File: config.mk
export PLATFORM = sky130hd
export DESIGN_NAME = mem_bus_arbiter
export DESIGN_NICKNAME = d
export VERILOG_FILES = /design/src/rtl/mem_bus_pkg.sv /design/src/rtl/mem_bus_arbiter.sv
export SDC_FILE = /design/constraint.sdc
export NUM_CORES = 1
export LEC_CHECK = 0
export ABC_AREA = 1
export ABC_CLOCK_PERIOD_IN_PS = 2150
export CAP_MARGIN = 15
export CORE_AREA = 10 10 111 113
export DETAILED_ROUTE_END_ITERATION = 6
export DIE_AREA = 0 0 121 123
export PLACE_DENSITY = 0.78
export REMOVE_ABC_BUFFERS = 1
export SLEW_MARGIN = 5
export SYNTH_ARGS = -nofsm -noshare
export SYNTH_HDL_FRONTEND = slang
export SYNTH_SLANG_ARGS = --single-unit
File: constraint.sdc
create_clock -name clk -period 2.15 [get_ports clk]
set_input_delay 0.215 -clock clk [delete_from_list [all_inputs] [get_ports clk]]
set_output_delay 0.215 -clock clk [all_outputs]
set_load 0.02 [all_outputs]
File: src/rtl/mem_bus_pkg.sv
// Shared types and widths for the native memory bus arbiter.
package mem_bus_pkg;
    typedef enum logic {
        ST_IDLE = 1'b0,
        ST_BUSY = 1'b1
    } state_t;

    localparam logic MST_CORE = 1'b0;
    localparam logic MST_DMA  = 1'b1;

    localparam int MEM_AW = 32;
    localparam int MEM_DW = 32;
    localparam int MEM_SW = 4;
endpackage

File: src/rtl/mem_bus_arbiter.sv
// Two-master round-robin arbiter for a valid/ready native memory port, grant locked per transaction.
// One IDLE cycle of arbitration latency; masters stall on their own valid until ready, watchdog forces completion.
module mem_bus_arbiter
    import mem_bus_pkg::*;
#(
    parameter int          TIMEOUT   = 1024,
    parameter logic [31:0] ERR_RDATA = 32'hDEADBEEF
) (
    input  logic              clk,
    input  logic              rst,
    input  logic              m0_valid,
    input  logic [MEM_AW-1:0] m0_addr,
    input  logic [MEM_DW-1:0] m0_wdata,
    input  logic [MEM_SW-1:0] m0_wstrb,
    output logic              m0_ready,
    output logic [MEM_DW-1:0] m0_rdata,
    input  logic              m1_valid,
    input  logic [MEM_AW-1:0] m1_addr,
    input  logic [MEM_DW-1:0] m1_wdata,
    input  logic [MEM_SW-1:0] m1_wstrb,
    output logic              m1_ready,
    output logic [MEM_DW-1:0] m1_rdata,
    output logic              s_valid,
    output logic [MEM_AW-1:0] s_addr,
    output logic [MEM_DW-1:0] s_wdata,
    output logic [MEM_SW-1:0] s_wstrb,
    input  logic              s_ready,
    input  logic [MEM_DW-1:0] s_rdata,
    output logic              grant,
    output logic              busy,
    output logic              timeout_err
);
    localparam int CNT_W = (TIMEOUT > 0) ? $clog2(TIMEOUT + 1) : 1;

    state_t             state, state_nxt;
    logic               grant_nxt;
    logic               last, last_nxt;
    logic [CNT_W-1:0]   cnt, cnt_nxt;

    logic               in_busy;
    logic               gvalid;
    logic               wd_hit;
    logic               done;
    logic [MEM_DW-1:0]  done_data;

    assign in_busy = (state == ST_BUSY);
    assign gvalid  = (grant == MST_DMA) ? m1_valid : m0_valid;
    assign wd_hit  = (TIMEOUT != 0) && (cnt == CNT_W'(TIMEOUT - 1));
    assign done    = in_busy && gvalid && (s_ready || wd_hit);

    // Normal completion beats the watchdog when both land in the same cycle.
    assign done_data = s_ready ? s_rdata : ERR_RDATA;

    always_ff @(posedge clk or posedge rst) begin
        if (rst) begin
            state <= ST_IDLE;
            grant <= MST_CORE;
            last  <= MST_DMA;
            cnt   <= '0;
        end else begin
            state <= state_nxt;
            grant <= grant_nxt;
            last  <= last_nxt;
            cnt   <= cnt_nxt;
        end
    end

    always_comb begin
        state_nxt = state;
        grant_nxt = grant;
        last_nxt  = last;
        cnt_nxt   = cnt;
        case (state)
            ST_IDLE: begin
                if (m0_valid || m1_valid) begin
                    if (m0_valid && m1_valid) grant_nxt = ~last;
                    else                      grant_nxt = m1_valid ? MST_DMA : MST_CORE;
                    state_nxt = ST_BUSY;
                    cnt_nxt   = '0;
                end
            end
            ST_BUSY: begin
                // A dropped valid is an abort: no ready, fairness history untouched.
                if (!gvalid) begin
                    state_nxt = ST_IDLE;
                end else if (done) begin
                    state_nxt = ST_IDLE;
                    last_nxt  = grant;
                end else begin
                    cnt_nxt = cnt + 1'b1;
                end
            end
            default: state_nxt = ST_IDLE;
        endcase
    end

    // Request is withdrawn from the slave in the watchdog cycle.
    assign s_valid     = in_busy && gvalid && !wd_hit;
    assign s_addr      = (grant == MST_DMA) ? m1_addr  : m0_addr;
    assign s_wdata     = (grant == MST_DMA) ? m1_wdata : m0_wdata;
    assign s_wstrb     = (grant == MST_DMA) ? m1_wstrb : m0_wstrb;
    assign busy        = in_busy;
    assign timeout_err = in_busy && gvalid && wd_hit && !s_ready;

    assign m0_ready = done && (grant == MST_CORE);
    assign m1_ready = done && (grant == MST_DMA);
    assign m0_rdata = m0_ready ? done_data : '0;
    assign m1_rdata = m1_ready ? done_data : '0;
endmodule

# Word-level counts from Yosys, hierarchy flattened

Index checks and enable logic that the tools add are counted.

$add $sub $neg: 1
Eq/ne operators: 4
Multiplexer cells: 17
Bitwise logic cells: 3
Reductions and logical operators: 15

Operators by type and width:

| cell                                                                     | count |
|---|---|
| 32-bit 2-to-1 mux                                                        | 5 |
| 11-bit 2-to-1 mux                                                        | 3 |
| 11-bit case mux with 2 select lines                                      | 1 |
| 11-bit by 1-bit adder with 11-bit output (second input constant)         | 1 |
| 11-bit by 10-bit == test with 1-bit output (second input constant)       | 1 |
| 1-bit logical AND                                                        | 8 |
| 1-bit 2-to-1 mux                                                         | 6 |
| 3-bit AND reduction                                                      | 2 |
| 4-bit 2-to-1 mux                                                         | 1 |
| 2-bit inequality test (second input constant)                            | 2 |
| 1-bit NOT                                                                | 3 |
| 1-bit logical NOT                                                        | 2 |
| 1-bit logical OR                                                         | 2 |
| 2-bit by 1-bit inequality test with 1-bit output (second input constant) | 1 |
| 1-bit case mux with 2 select lines                                       | 1 |
| 2-bit AND reduction                                                      | 1 |

Register bits: 14
Bits of input ports: 173
Output and inout bits: 138
Word-level logic and storage cells: 44

# Depth between registers and ports, before layout

Depth in word-level cells: 6
Mapped depth: 11
Gate-level depth less buffers: 9

# Least setup slack after synthesis

No wires, ideal clock.

Kind: reg-to-output
From: register cnt[0]
To: output port m1_rdata[23]
Arrival: 1,617 ps
Required time: 1,935 ps
Path slack: 318 ps
Cell stages (with the launch flop): 9
Path buffers: 1
Path through: dfrtp_1 ha_1 nand2_1 nor2_4 nand4_4 nand2_4 nand3_4 buf_6 nor2_1

Word-level cells in the longest chain between the ends: 5

Ends and longest elaborated chain:

| what                                       | line                   | source |
|---|---|---|
| start, declared                            | mem_bus_arbiter.sv:38  | `logic [CNT_W-1:0] cnt, cnt_nxt;` |
| start signal, assigned                     | mem_bus_arbiter.sv:64  | `cnt <= cnt_nxt;` |
| 11-bit by 10-bit == test with 1-bit output | mem_bus_arbiter.sv:48  | `assign wd_hit = (TIMEOUT != 0) && (cnt == CNT_W'(TIMEOUT - 1));` |
| 1-bit logical OR                           | mem_bus_arbiter.sv:49  | `assign done = in_busy && gvalid && (s_ready \|\| wd_hit);` |
| 1-bit logical AND                          | mem_bus_arbiter.sv:49  |  |
| 1-bit logical AND                          | mem_bus_arbiter.sv:106 | `assign m1_ready = done && (grant == MST_DMA);` |
| 32-bit 2-to-1 mux                          | mem_bus_arbiter.sv:108 | `assign m1_rdata = m1_ready ? done_data : '0;` |
| end, declared                              | mem_bus_arbiter.sv:22  | `output logic [MEM_DW-1:0] m1_rdata,` |

No other way between the ends.

# Worst setup path after layout

From: register grant
To: output port s_wdata[21]

Word-level cells in the longest chain between the ends: 1

Ends and longest elaborated chain:

| what                   | line                   | source |
|---|---|---|
| start, declared        | mem_bus_arbiter.sv:29  | `output logic grant,` |
| start signal, assigned | mem_bus_arbiter.sv:62  | `grant <= grant_nxt;` |
| 32-bit 2-to-1 mux      | mem_bus_arbiter.sv:100 | `assign s_wdata = (grant == MST_DMA) ? m1_wdata : m0_wdata;` |
| end, declared          | mem_bus_arbiter.sv:25  | `output logic [MEM_DW-1:0] s_wdata,` |

No other way between the ends.

==> run summary <==
status -> finished clean
Seq/Total Area, Yosys -> 15.9%
period utilization -> 95.6%
R2R Path End -> cnt[3]
Placed Area -> 5550 sq um
All-Layer GR Usage -> 19.6%
R2R Setup Slk -> 400 ps
Synth Area in Adders -> 0.566%
synthesized cell area -> 2210 sq um
total grt overflow -> 0
CTS tree -> done
final setup vio count -> 0
share of cells above drive strength 1 -> 14.1%
M2 GR Usage -> 34.0%
Slew headroom -> 64.2%
synth unique cells -> 26
final WL -> 16500 microns
vias per cell -> 4.48
Iteration-0 DRC Markers -> 309
grt met3 use -> 8.02%
Avg Synthesized Cell Area -> 4.83 sq um
area leader, netlist -> nand2_1
routability cong. -> 0.952
TritonRoute pass-1 iters -> 4
CTS sink count -> 14
Antenna Violating Nets Remaining -> 0
Ant. Diodes -> 0
crit path kind -> flip-flop to output pin
I/O Buffers -> 310
Die Area -> 14900 sq um
clk_skew -> 2.68 ps
core area -> 10100 sq um
clk root buf -> clkbuf_8
Most Crowded Layer GR -> met2
Pwr Density -> 916 nW/um^2
Seq cells post-synth -> 14
CP Data Required Time -> 1930 ps
post-route cell area -> 5300 sq um
Starting Density -> 21.8%
Post-Synth Simple-Gate Area -> 71.3%
RSZ-0062 raised after global routing -> no
largest family of logic cells by synthesized area -> simple AND/OR/NAND/NOR gates
Slew Limit Fails -> 0
worst vdd ir -> 0.543 mV
crit-path max FO -> 34
reg2reg start -> cnt[0]
wire per inst -> 18.2 microns
post-synthesis xor/xnor area fraction -> 1.19%
Final Hold Violating Endpoints -> 0
initial antenna violation count -> 0
mux contribution to synthesized area -> 0%
Worst Setup Start Kind -> flip-flop
top post-synthesis cells by area -> nand2_1, nor2_1, dfrtp_1
DRC viols -> 0
share of the synthesized area in the top cell type -> 44.7%
Post-Layout Cell Count -> 902
number of I/O pins -> 311
DP HPWL -> 13800 microns
r2r worst-path depth -> 9
Layout Nets -> 941
H-tree depth -> 1
Hold Buf Count CTS -> 0
clock buffer count from CTS -> 3
Clock Tree Buf Depth -> 2
cells after synthesis -> 458
max frequency -> 487 MHz
CTS clk-pin slew, worst paths -> 60 ps
hold crit path type -> primary input to async pin
die width -> 121 microns
DR vias -> 4045
Critical Path AT -> 1840 ps
number of global-route vias before repair -> 3941
Static Leak -> 2.78 nW
area grow syn2layout -> 140%
pin count of the biggest net entering global routing -> 70
met1 usage -> 22.1%
crit path time final -> 2060 ps
Worst Tran Pin Value -> 536 ps
Worst setup EP type -> output pin
complex-gate fraction of the synthesized area -> 1.02%
worst-skew pair later-pin latency -> 250 ps
die height -> 123 microns
Rows -> 37
YS warnings -> 0
Max Cap Violations -> 0
first-pass GRT wire length -> 23300 microns
Placed Cells -> 897
per-stage QoR:
step	worst slack [ps]	hold slack, ps	utilization [%]	total power, mW	setup TNS (ps)
final	94.6	301	52.3	4.85	0
after global routing	5.44	353	52.3	5.16	0
after CTS	0.199	322	55.4	4.89	0
after detailed placement	-182	457	54.7	4.64	-7070
after global placement	-183	461	54.7	4.62	-5920
after floorplan	-1030	104	-	2.31	-105320
state kept, by name, indices dropped and copies added (netlist names):
name	cells
grant	1
busy	1
cnt	11
last	1
worst max-delay path: stages, from the launching register on:
cell             delay, ps
dfrtp_2                450
inv_4                  120
clkbuf_16              240
nand2_1                 70
nand2_1                 60
clkdlybuf4s50_1        630
final cells by class:
class / count / area, sq um
Fill cell: 975 / 4840
Inverter: 15 / 58.8
Timing Repair Buffer: 332 / 3020
Clock buffer: 4 / 55.1
Multi-Input combinational cell: 401 / 1640
Tap cell: 136 / 170
Sequential cell: 14 / 353
repair_timing:
| action | 4_1_cts | 5_1_grt |
|---|---|---|
| pin swaps | 0 | 0 |
| gates resized for setup | 153 | 75 |
| endpoints found under the setup margin | 69 | 111 |
| buffers inserted | 0 | 0 |
| cloned | 0 | 1 |
cell families (layout without fill, tap and decap cells):
family,count (synthesis),in the layout
compound gates,4,4
fa+ha+maj,1,1
xor+xnor,3,3
simple gates,393,393
buf+inv,43,351
flops,14,14
Yosys cell counts:
| library cell | instances |
|---|---|
| buf_1 | 1 |
| nand3_4 | 2 |
| buf_2 | 4 |
| a21oi_1 | 1 |
| inv_1 | 12 |
| xnor2_1 | 1 |
| clkbuf_1 | 15 |
| o21ai_0 | 2 |
| nor3b_1 | 1 |
| o21bai_1 | 1 |
| nand4_1 | 3 |
| buf_4 | 2 |
| xor2_1 | 2 |
| nand2_4 | 1 |
| nor2_4 | 2 |
| inv_2 | 2 |
| buf_6 | 6 |
| dfrtp_1 | 13 |
| nand3_1 | 16 |
| inv_4 | 1 |
| ha_1 | 1 |
| dfstp_2 | 1 |
| nor3_1 | 2 |
| nor2_1 | 102 |
| nand2_1 | 263 |
| nand4_4 | 1 |
how the worst max path moves through the flow:
stage	from	to	slack, ps	cells after the start
after floorplan	grant	cnt[3]	-1030	9
after global placement	m1_valid	m0_rdata[29]	-180	9
after detailed placement	m1_valid	m0_rdata[29]	-180	9
after CTS	cnt[0]	m1_rdata[1]	0.2	9
after global routing	cnt[0]	m1_rdata[16]	5	9
final	grant	s_wdata[21]	90	5
routing by layer:
layer	part of all wire [%]	up-vias	wire (microns)
li1	-	1992	-
met1	37	1799	6110
met2	49	239	8010
met3	13	15	2100
met4	1.4	0	235
met5	0	-	0
power breakdown:
part / total, mW / internal (mW) / switching, mW / leakage [nW]
Clock: 0.263 / 0.163 / 0.101 / 0.0288
Combinational: 4.23 / 1.79 / 2.44 / 2.57
Sequential: 0.357 / 0.314 / 0.0424 / 0.185
cells in the final DEF, fill, tap and decap left out, drive strengths merged, types with 2 or more instances in the layout:
cell / netlist / final
dfrtp: 13 / 13
buf: 13 / 47
inv: 15 / 15
nand2: 264 / 264
dlygate4sd2: 0 / 2
clkbuf: 15 / 50
nor2: 104 / 104
xor2: 2 / 2
clkdlybuf4s50: 0 / 237
nand3: 18 / 18
nor3: 2 / 2
nand4: 4 / 4
o21ai: 2 / 2
No activity file was read; power rests on OpenSTA's default activity.
